--- config.mk ---
export PLATFORM = sky130hd
export DESIGN_NAME = map_ram_arbiter
export DESIGN_NICKNAME = d
export VERILOG_FILES = /design/src/rtl/map_ram_arbiter.sv
export SDC_FILE = /design/constraint.sdc
export NUM_CORES = 1
export LEC_CHECK = 0
export BUFFER_PORTS_ARGS = -buffer_cell sky130_fd_sc_hd__buf_4
export CAP_MARGIN = 0
export CORE_AREA = 2 2 388 390
export DETAILED_ROUTE_END_ITERATION = 16
export DIE_AREA = 0 0 390 392
export HOLD_SLACK_MARGIN = 0.12
export PLACE_DENSITY = 0.3
export SKIP_CTS_REPAIR_TIMING = 1
export SYNTH_ARGS = -nofsm -noshare
export SYNTH_HDL_FRONTEND = slang
export SYNTH_SLANG_ARGS = --single-unit
--- constraint.sdc ---
create_clock -name CLOCK_50 -period 2.5 [get_ports CLOCK_50]
set_input_delay 0.25 -clock CLOCK_50 [delete_from_list [all_inputs] [get_ports CLOCK_50]]
set_output_delay 0.25 -clock CLOCK_50 [all_outputs]
set_load 0.01 [all_outputs]
--- src/rtl/map_ram_arbiter.sv ---
// map_ram_arbiter: shares the single read/write port (port B) of map_RAM between the
// sprite writer (0), the dot/pill scanner (1) and the maze reload sequencer (2).
// Round-robin grant with per-requester lock, read-data routing with a one-hot valid
// strobe aligned to RAM latency, and a watchdog that forcibly releases a long-held grant.
//
// Ports:
//   CLOCK_50, reset        clock and synchronous active-high reset
//   req_i, lock_i          per-requester request / hold-grant
//   addrN_i, wdataN_i      requester address and write data (N = 0..2)
//   wren_in_i              per-requester write enable
//   gnt_o                  registered one-hot (or zero) grant
//   ram_addr_o, ram_wdata_o, ram_wren_o, ram_q_i   RAM port B
//   rdata_o, rvalid_o      read data broadcast and per-requester valid strobe
//   timeout_o              sticky forced-release flag
module map_ram_arbiter #(
  parameter int unsigned ADDR_W   = 5,
  parameter int unsigned DATA_W   = 160,
  parameter int unsigned RD_LAT   = 1,
  parameter int unsigned MAX_HOLD = 64
) (
  input  logic              CLOCK_50,
  input  logic              reset,
  input  logic [2:0]        req_i,
  input  logic [2:0]        lock_i,
  input  logic [ADDR_W-1:0] addr0_i,
  input  logic [ADDR_W-1:0] addr1_i,
  input  logic [ADDR_W-1:0] addr2_i,
  input  logic [DATA_W-1:0] wdata0_i,
  input  logic [DATA_W-1:0] wdata1_i,
  input  logic [DATA_W-1:0] wdata2_i,
  input  logic [2:0]        wren_in_i,
  output logic [2:0]        gnt_o,
  output logic [ADDR_W-1:0] ram_addr_o,
  output logic [DATA_W-1:0] ram_wdata_o,
  output logic              ram_wren_o,
  input  logic [DATA_W-1:0] ram_q_i,
  output logic [DATA_W-1:0] rdata_o,
  output logic [2:0]        rvalid_o,
  output logic              timeout_o
);

  localparam int unsigned HoldW = $clog2(MAX_HOLD + 1);
  localparam logic [HoldW-1:0] HoldMax = HoldW'(MAX_HOLD);

  typedef enum logic {StIdle, StOwned} state_e;

  state_e            state_q;
  logic [2:0]        gnt_q;
  logic [1:0]        last_q;
  logic [HoldW-1:0]  hold_q;
  logic              timeout_q;
  logic              rd_vld_q [RD_LAT];
  logic [1:0]        rd_id_q  [RD_LAT];

  logic [2:0]        gnt_d;
  logic              force_rel;
  logic [1:0]        owner_idx;
  logic              owner_req;
  logic              owner_lock;
  logic [2:0]        others;
  logic              rd_push;

  // Search order last+1, last+2, last (mod 3); the current owner is always 'last',
  // so it naturally ends up lowest priority.
  function automatic logic [2:0] rr_pick(input logic [2:0] cand, input logic [1:0] last);
    logic [2:0] res;
    logic [1:0] idx;
    res = 3'b000;
    for (int k = 1; k <= 3; k++) begin
      idx = 2'((int'(last) + k) % 3);
      if (res == 3'b000 && cand[idx]) res[idx] = 1'b1;
    end
    return res;
  endfunction

  function automatic logic [1:0] hot2idx(input logic [2:0] hot);
    case (hot)
      3'b010:  return 2'd1;
      3'b100:  return 2'd2;
      default: return 2'd0;
    endcase
  endfunction

  always_comb begin
    owner_idx  = hot2idx(gnt_q);
    owner_req  = |(req_i & gnt_q);
    owner_lock = |(lock_i & gnt_q);
    others     = req_i & ~gnt_q;
    gnt_d      = gnt_q;
    force_rel  = 1'b0;
    if (state_q == StIdle) begin
      gnt_d = rr_pick(req_i, last_q);
    end else if (!owner_req) begin
      gnt_d = rr_pick(others, last_q);
    end else if (hold_q == HoldMax) begin
      // Watchdog: the dropped owner sits out this edge even if nobody else wants the port.
      gnt_d     = rr_pick(others, last_q);
      force_rel = 1'b1;
    end else if (!owner_lock) begin
      gnt_d = rr_pick(req_i, last_q);
    end
  end

  // Port B datapath, combinational from the registered grant.
  always_comb begin
    ram_addr_o  = '0;
    ram_wdata_o = '0;
    case (gnt_q)
      3'b001: begin
        ram_addr_o  = addr0_i;
        ram_wdata_o = wdata0_i;
      end
      3'b010: begin
        ram_addr_o  = addr1_i;
        ram_wdata_o = wdata1_i;
      end
      3'b100: begin
        ram_addr_o  = addr2_i;
        ram_wdata_o = wdata2_i;
      end
      default: ;
    endcase
    ram_wren_o = (state_q == StOwned) && (|(wren_in_i & gnt_q));
    rd_push    = (state_q == StOwned) && !ram_wren_o;
    rdata_o    = ram_q_i;
    rvalid_o   = rd_vld_q[RD_LAT-1] ? (3'b001 << rd_id_q[RD_LAT-1]) : 3'b000;
    gnt_o      = gnt_q;
    timeout_o  = timeout_q;
  end

  always_ff @(posedge CLOCK_50) begin
    if (reset) begin
      state_q   <= StIdle;
      gnt_q     <= 3'b000;
      last_q    <= 2'd2;
      hold_q    <= '0;
      timeout_q <= 1'b0;
      for (int i = 0; i < RD_LAT; i++) begin
        rd_vld_q[i] <= 1'b0;
        rd_id_q[i]  <= 2'd0;
      end
    end else begin
      gnt_q   <= gnt_d;
      state_q <= (gnt_d == 3'b000) ? StIdle : StOwned;
      if (gnt_d == 3'b000) begin
        hold_q <= '0;
      end else begin
        last_q <= hot2idx(gnt_d);
        if (gnt_d != gnt_q) begin
          hold_q <= HoldW'(1);
        end else if (hold_q != HoldMax) begin
          hold_q <= hold_q + 1'b1;
        end
      end
      if (force_rel) timeout_q <= 1'b1;
      // In-flight reads keep shifting regardless of later grant changes.
      rd_vld_q[0] <= rd_push;
      rd_id_q[0]  <= owner_idx;
      for (int i = 1; i < RD_LAT; i++) begin
        rd_vld_q[i] <= rd_vld_q[i-1];
        rd_id_q[i]  <= rd_id_q[i-1];
      end
    end
  end

endmodule

==> results.sh, run 1 <==
export IMPL_outcome="finished with violations"
export IMPL_violations="setup timing"
export IMPL_place_congestion=0.7720
export IMPL_dr_pass1_iters=5
export IMPL_routed_wl_um=69120
export IMPL_slowest_stage="or3_1"
export IMPL_cts_clk_slew_worst_paths_ns=0.06
export IMPL_start_util_pct=3.888
export IMPL_register_area_um2=354.1
export IMPL_die_height_um=392
export IMPL_cts_num_sinks=17
export IMPL_critPathCaptureType="flop"
export IMPL_final_area_mm2=0.01391
export IMPL_synth_cell_types=62
export IMPL_tritoncts="yes"
export IMPL_grt_pass1_vias=9050
export IMPL_worstPathCellList="buf_6 -> ha_4 -> or3_1 -> a221oi_1 -> o21ai_0 -> buf_4 -> a41oi_2 -> o21a_1 -> o21ai_2 -> buf_12 -> o31a_1"
export IMPL_dp_hpwl_um=56720
export IMPL_maxSlewViolCount=0
export IMPL_path_max_fanout=9
export IMPL_worst_pin_slew_ns=0.5604
export IMPL_pin_count=999
export IMPL_cts_buffers=3
export IMPL_yosys_warnings=0
export IMPL_routedWlPerCell_um=19.89
export IMPL_ys_flop_type="dfxtp_1"
export IMPL_wl_met1_um=29730
export IMPL_vias_per_cell=2.734
export IMPL_io_buffers=678
export IMPL_drc=0
export IMPL_max_cap_violations=0
export IMPL_period_needed_ns=2.670
export IMPL_synth_nets=1597
export IMPL_fin_crit_sh_pct=106.8
export IMPL_gr_usage_all_layers_pct=7.671
export IMPL_utilization_pct=9.341
export IMPL_setup_tns_ns=-1.196
export IMPL_final_cell_mix="800 x buf_4, 179 x nand2_1, 154 x o21ai_0"
export IMPL_hold_class="in2reg"
export IMPL_nets=2199
export IMPL_async_flop_share_pct=0
export IMPL_critPathKind="reg2reg"
export IMPL_synth_ff_latch_count=17
export IMPL_placement_cell_area_mm2=0.01301
export IMPL_layout_drive_gt1_share_pct=60.55
export IMPL_ant_nets=0
export IMPL_cts_root_buf="clkbuf_16"
export IMPL_grt_overflow=0
export IMPL_vias=9501
export IMPL_hold_viol_final=0
export IMPL_syn2layout_area_growth_pct=140.2
export IMPL_fp_dieW_um=390
export IMPL_path_buf_inv=3
export IMPL_antenna_found_initial=16
export IMPL_final_fill_count=17518
export IMPL_final_setup_skew_ns=0.002449
export IMPL_drt_iter0_drc=498
export IMPL_h_tree_depth=1
export IMPL_netlist_instances=925
export IMPL_clkLatencyLatePin_ns=0.25
export IMPL_seq_area_frac_synth_pct=5.879
export IMPL_syn_cell_area_mm2=0.005789
export IMPL_critPathMaxStageDelay_ns=0.37
export IMPL_cp_data_arrival_time_ns=2.81
export IMPL_powerDensity_mw_per_mm2=745.6
export IMPL_cp_required_ns=2.64
export IMPL_start_kind="flop"
export IMPL_final_common_cell="buf_4"
export IMPL_cts_buffer_depth=2
export IMPL_p_leak_nw=5.517
export IMPL_grt_start_max_net_pins=80
export IMPL_die_area_mm2=0.1529
export IMPL_met2_length_um=31120
export IMPL_grt_pass1_wl_um=80100
export IMPL_core_area_mm2=0.1489
export IMPL_met3_length_um=6331
export IMPL_rows=142
export IMPL_syn_avg_cell_area_um2=6.259
export IMPL_fin_ws_ns=-0.1702
export IMPL_synth_edf_count=0
export IMPL_setup_violations=8
export IMPL_multi_input_area_mm2=0.004161
export IMPL_ir_drop_v=0.0002937
export IMPL_cp_top_family="compound AO/OA/AOI/OAI gates"
export IMPL_slew_headroom_pct=62.64
export IMPL_top_layer_used="met5"
export IMPL_max_freq_mhz=374.5
export IMPL_rsz0062_at_grt="yes"
## sequential cells by signal, indices dropped and copies added, names as in the netlist
name and flops:
gnt_o 3, hold_q 7, last_q 2, rd_id_q 2, rd_vld_q 1, state_q 1
timeout_o 1
## logic make-up after synthesis
| group | after synthesis | synth area share, % |
|---|---|---|
| AOI/OAI and AO/OA | 385 | 43.87 |
| buffers and inverters | 257 | 27.73 |
| and+or+nand+nor | 251 | 19.82 |
| DFF | 17 | 5.879 |
| xor gates and xnor gates | 7 | 1.059 |
| adders and majority gates | 6 | 1.297 |
| muxes | 2 | 0.3458 |
## through the flow
| stage | total power, mW | hold WS [ns] | instances | setup slack, ns |
|---|---|---|---|---|
| global placement | 9.086 | 0.4750 | 3435 | -0.2497 |
| floorplan | 4.007 | 0.3262 | 925 | 0.03870 |
| CTS | 9.387 | 0.3263 | 3439 | -0.3764 |
| global route | 11.11 | 0.3536 | 3470 | -0.2849 |
| finish | 10.37 | 0.3426 | 3475 | -0.1702 |
| detailed placement | 9.007 | 0.4774 | 3435 | -0.2505 |
## worst paths after layout
| kind | from | to | slack, ns | depth (start not counted) |
|---|---|---|---|---|
| min | reset | last_q[0] | 0.34 | 2 |
| min reg2reg | timeout_o | timeout_o | 0.49 | 2 |
| max reg2reg | last_q[1] | hold_q[0] | -0.17 | 11 |
| max | last_q[1] | hold_q[0] | -0.17 | 11 |
## area by class of cell
class / instances / area share, %
antenna: 5 / 0.08996
clock buffer: 3 / 0.5398
clock inverter: 1 / 0.05398
inverter: 8 / 0.2159
multi-input combinational: 651 / 29.92
sequential: 17 / 2.546
tap: 1944 / 17.49
timing repair buffer: 846 / 49.15
## metal layers
metal | global-route usage [%] | up-vias
met5 | 1.276 | -
met4 | 1.846 | 8
met3 | 2.817 | 92
met2 | 11.93 | 523
met1 | 9.870 | 4470
li1 | - | 4408
## synthesized netlist by cell type, drive strengths merged (3+ instances only)
cell | count | area (um^2)
nor2b | 8 | 50.05
and2 | 4 | 27.53
nand2 | 179 | 671.9
buf | 176 | 1301
a21oi | 5 | 36.29
o31ai | 4 | 35.03
nor3 | 5 | 30.03
clkbuf | 73 | 274.0
nor2 | 13 | 48.80
inv | 8 | 30.03
nand2b | 8 | 50.05
o21ai | 174 | 874.6
a221oi | 3 | 26.28
a211oi | 4 | 35.03
or3 | 3 | 23.77
nor4 | 7 | 43.79
o21bai | 3 | 22.52
nor3b | 6 | 45.04
a31oi | 4 | 25.02
a22oi | 168 | 1261
ha | 6 | 75.07
nor4b | 4 | 41.29
xnor2 | 6 | 52.55
nand3 | 3 | 15.01
dfxtp | 17 | 340.3
## report_power, final
| part | internal (mW) | switching [mW] | total, mW |
|---|---|---|---|
| logic | 4.44 | 5.20 | 9.64 |
| clock network | 0.216 | 0.120 | 0.337 |
| registers | 0.339 | 0.0597 | 0.398 |
(Power assumes the default switching activity.)
==> inputs of run 2 (changes only) <==
SETUP_SLACK_MARGIN = 0.15   (was unset)
==> run 2 against run 1 <==
Net effect:
- the run still ends with setup timing left
- maximum frequency down 0.55%
- sequential power is 2% higher
- worst hold slack worse by 0.014 ns
- first-iteration DRC count is 8.0% lower
- largest power group unchanged
==> results.sh, run 2 (synthesis results as in run 1) <==
export IMPL_drt_iter0_drc=458
export IMPL_maxSlewViolCount=0
export IMPL_cts_num_sinks=17
export IMPL_cp_num_cells=12
export IMPL_r2r_cells=12
export IMPL_post_place_cells=3438
export IMPL_grt_start_max_net_pins=99
export IMPL_path_buf_inv=3
export IMPL_critPathKind="reg2reg"
export IMPL_layout_drive_gt1_share_pct=61.75
export IMPL_crit_end="hold_q[5]"
export IMPL_pin_count=999
export IMPL_fp_dieW_um=390
export IMPL_holdPathStages=2
export IMPL_ir_drop_v=0.0003730
export IMPL_drc=0
export IMPL_rrSetupSlack_ns=-0.18
export IMPL_slew_headroom_pct=45.47
export IMPL_dp_hpwl_um=60440
export IMPL_gr_usage_all_layers_pct=8.099
export IMPL_dr_pass1_iters=8
export IMPL_fin_crit_sh_pct=107.4
export IMPL_violations="setup timing"
export IMPL_final_setup_skew_ns=0.0008935
export IMPL_final_common_cell="buf_4"
export IMPL_p_leak_nw=5.515
export IMPL_clkLatencyLatePin_ns=0.25
export IMPL_cp_required_ns=2.63
export IMPL_top_register="hold_q"
export IMPL_internal_power_mw=4.877
export IMPL_critPathMaxStageDelay_ns=0.38
export IMPL_die_area_mm2=0.1529
export IMPL_placement_cell_area_mm2=0.01307
export IMPL_max_cap_violations=0
export IMPL_regToRegEndpoint="hold_q[5]"
export IMPL_rows=142
export IMPL_largest_reg_flops=7
export IMPL_hold_class="in2reg"
export IMPL_die_height_um=392
export IMPL_nets=2192
export IMPL_max_freq_mhz=372.5
export IMPL_path_max_fanout=6
export IMPL_cp_data_arrival_time_ns=2.81
export IMPL_routedWlPerCell_um=19.90
export IMPL_outcome="finished with violations"
export IMPL_slowest_stage="or3_4"
export IMPL_instances_no_fill=3468
export IMPL_pwr_share_clk_pct=3.2
export IMPL_cts_buffer_depth=2
export IMPL_powerDensity_mw_per_mm2=733.9
export IMPL_p_total_mw=10.16
export IMPL_syn2layout_area_growth_pct=139.2
export IMPL_cts_buffers=3
export IMPL_rsz0062_at_grt="yes"
export IMPL_grt_overflow=0
export IMPL_grt_pass1_wl_um=83350
export IMPL_combPwrFrac_pct=92.8
export IMPL_ant_nets=0
export IMPL_cts_clk_slew_worst_paths_ns=0.05
export IMPL_hold_viol_final=0
export IMPL_tritoncts="yes"
export IMPL_worstPathCellList="inv_4 -> ha_4 -> buf_8 -> and2b_1 -> o211ai_1 -> a21oi_1 -> a211oi_2 -> nor3_2 -> buf_4 -> or3_4 -> a21oi_4 -> nor4_1"
export IMPL_seq_power_share_pct=4.0
export IMPL_cts_root_buf="clkbuf_16"
export IMPL_cp_top_family="compound AO/OA/AOI/OAI gates"
export IMPL_start_kind="flop"
export IMPL_h_tree_depth=1
export IMPL_final_area_mm2=0.01385
export IMPL_place_congestion=0.8023
export IMPL_startpoint="last_q[0]"
export IMPL_io_buffers=678
export IMPL_fin_ws_ns=-0.1849
export IMPL_setup_violations=13
export IMPL_utilization_pct=9.300
export IMPL_grt_pass1_vias=9044
export IMPL_routed_wl_um=69000
export IMPL_switching_share_pct=52.01
export IMPL_p_switching_mw=5.286
export IMPL_start_util_pct=3.888
export IMPL_vias=9512
export IMPL_timing_rr_start="last_q[0]"
export IMPL_period_needed_ns=2.685
export IMPL_critPathCaptureType="flop"
export IMPL_worst_pin_slew_ns=0.8180
export IMPL_vias_per_cell=2.743
export IMPL_antenna_found_initial=23
export IMPL_core_area_mm2=0.1489
export IMPL_final_cell_mix="803 x buf_4, 178 x nand2_1, 132 x a22oi_1"
[run 2: cell count changes in the layout (fill, tap and decap cells not counted), sizes merged]
| cell | previous run | this run |
|---|---|---|
| buf | 839 | 835 |
| clkbuf | 10 | 8 |
| clkinvlp | 1 | 0 |
[run 2: power groups by stage]
stage	clock network, mW	registers, mW	logic [mW]
floorplan	0	0.383	3.66
global placement	0	0.408	8.86
detailed placement	0	0.409	8.76
CTS	0.334	0.403	8.81
global route	0.346	0.419	10.2
finish	0.324	0.406	9.43
[run 2: metrics by stage]
| stage | worst slack, ns | hold WS, ns | TNS [ns] |
|---|---|---|---|
| floorplan | 0.1583 | 0.3262 | 0 |
| CTS | -0.6925 | 0.3342 | -14.43 |
| finish | -0.1849 | 0.3284 | -1.671 |
| global route | -0.3409 | 0.3590 | -4.798 |
| detailed placement | -0.4131 | 0.5001 | -2.613 |
| global placement | -0.4026 | 0.5001 | -2.362 |
[run 2: cell type report]
cell class	count	area (um^2)
sequential	17	354.1
multi-input combinational	651	4279
fill	17514	135000
tap	1944	2432
inverter	8	32.53
antenna	5	12.51
timing repair buffer	839	6658
clock buffer	4	78.83
[run 2: worst min-delay path by stage]
stage                             from           end
final                            reset     last_q[0]
after global routing             reset     last_q[0]
after global placement    ram_q_i[112]  rdata_o[112]
after CTS                        reset     last_q[0]
after detailed placement  ram_q_i[112]  rdata_o[112]
after floorplan                  reset     hold_q[6]
[run 2: per-layer routing]
metal / up-vias / global-route usage, % / routed length [um]
met5: - / 0.9569 / 234
met4: 10 / 2.120 / 1807
met3: 104 / 4.397 / 8664
met2: 563 / 12.17 / 30530
met1: 4441 / 9.862 / 27760
li1: 4394 / - / -
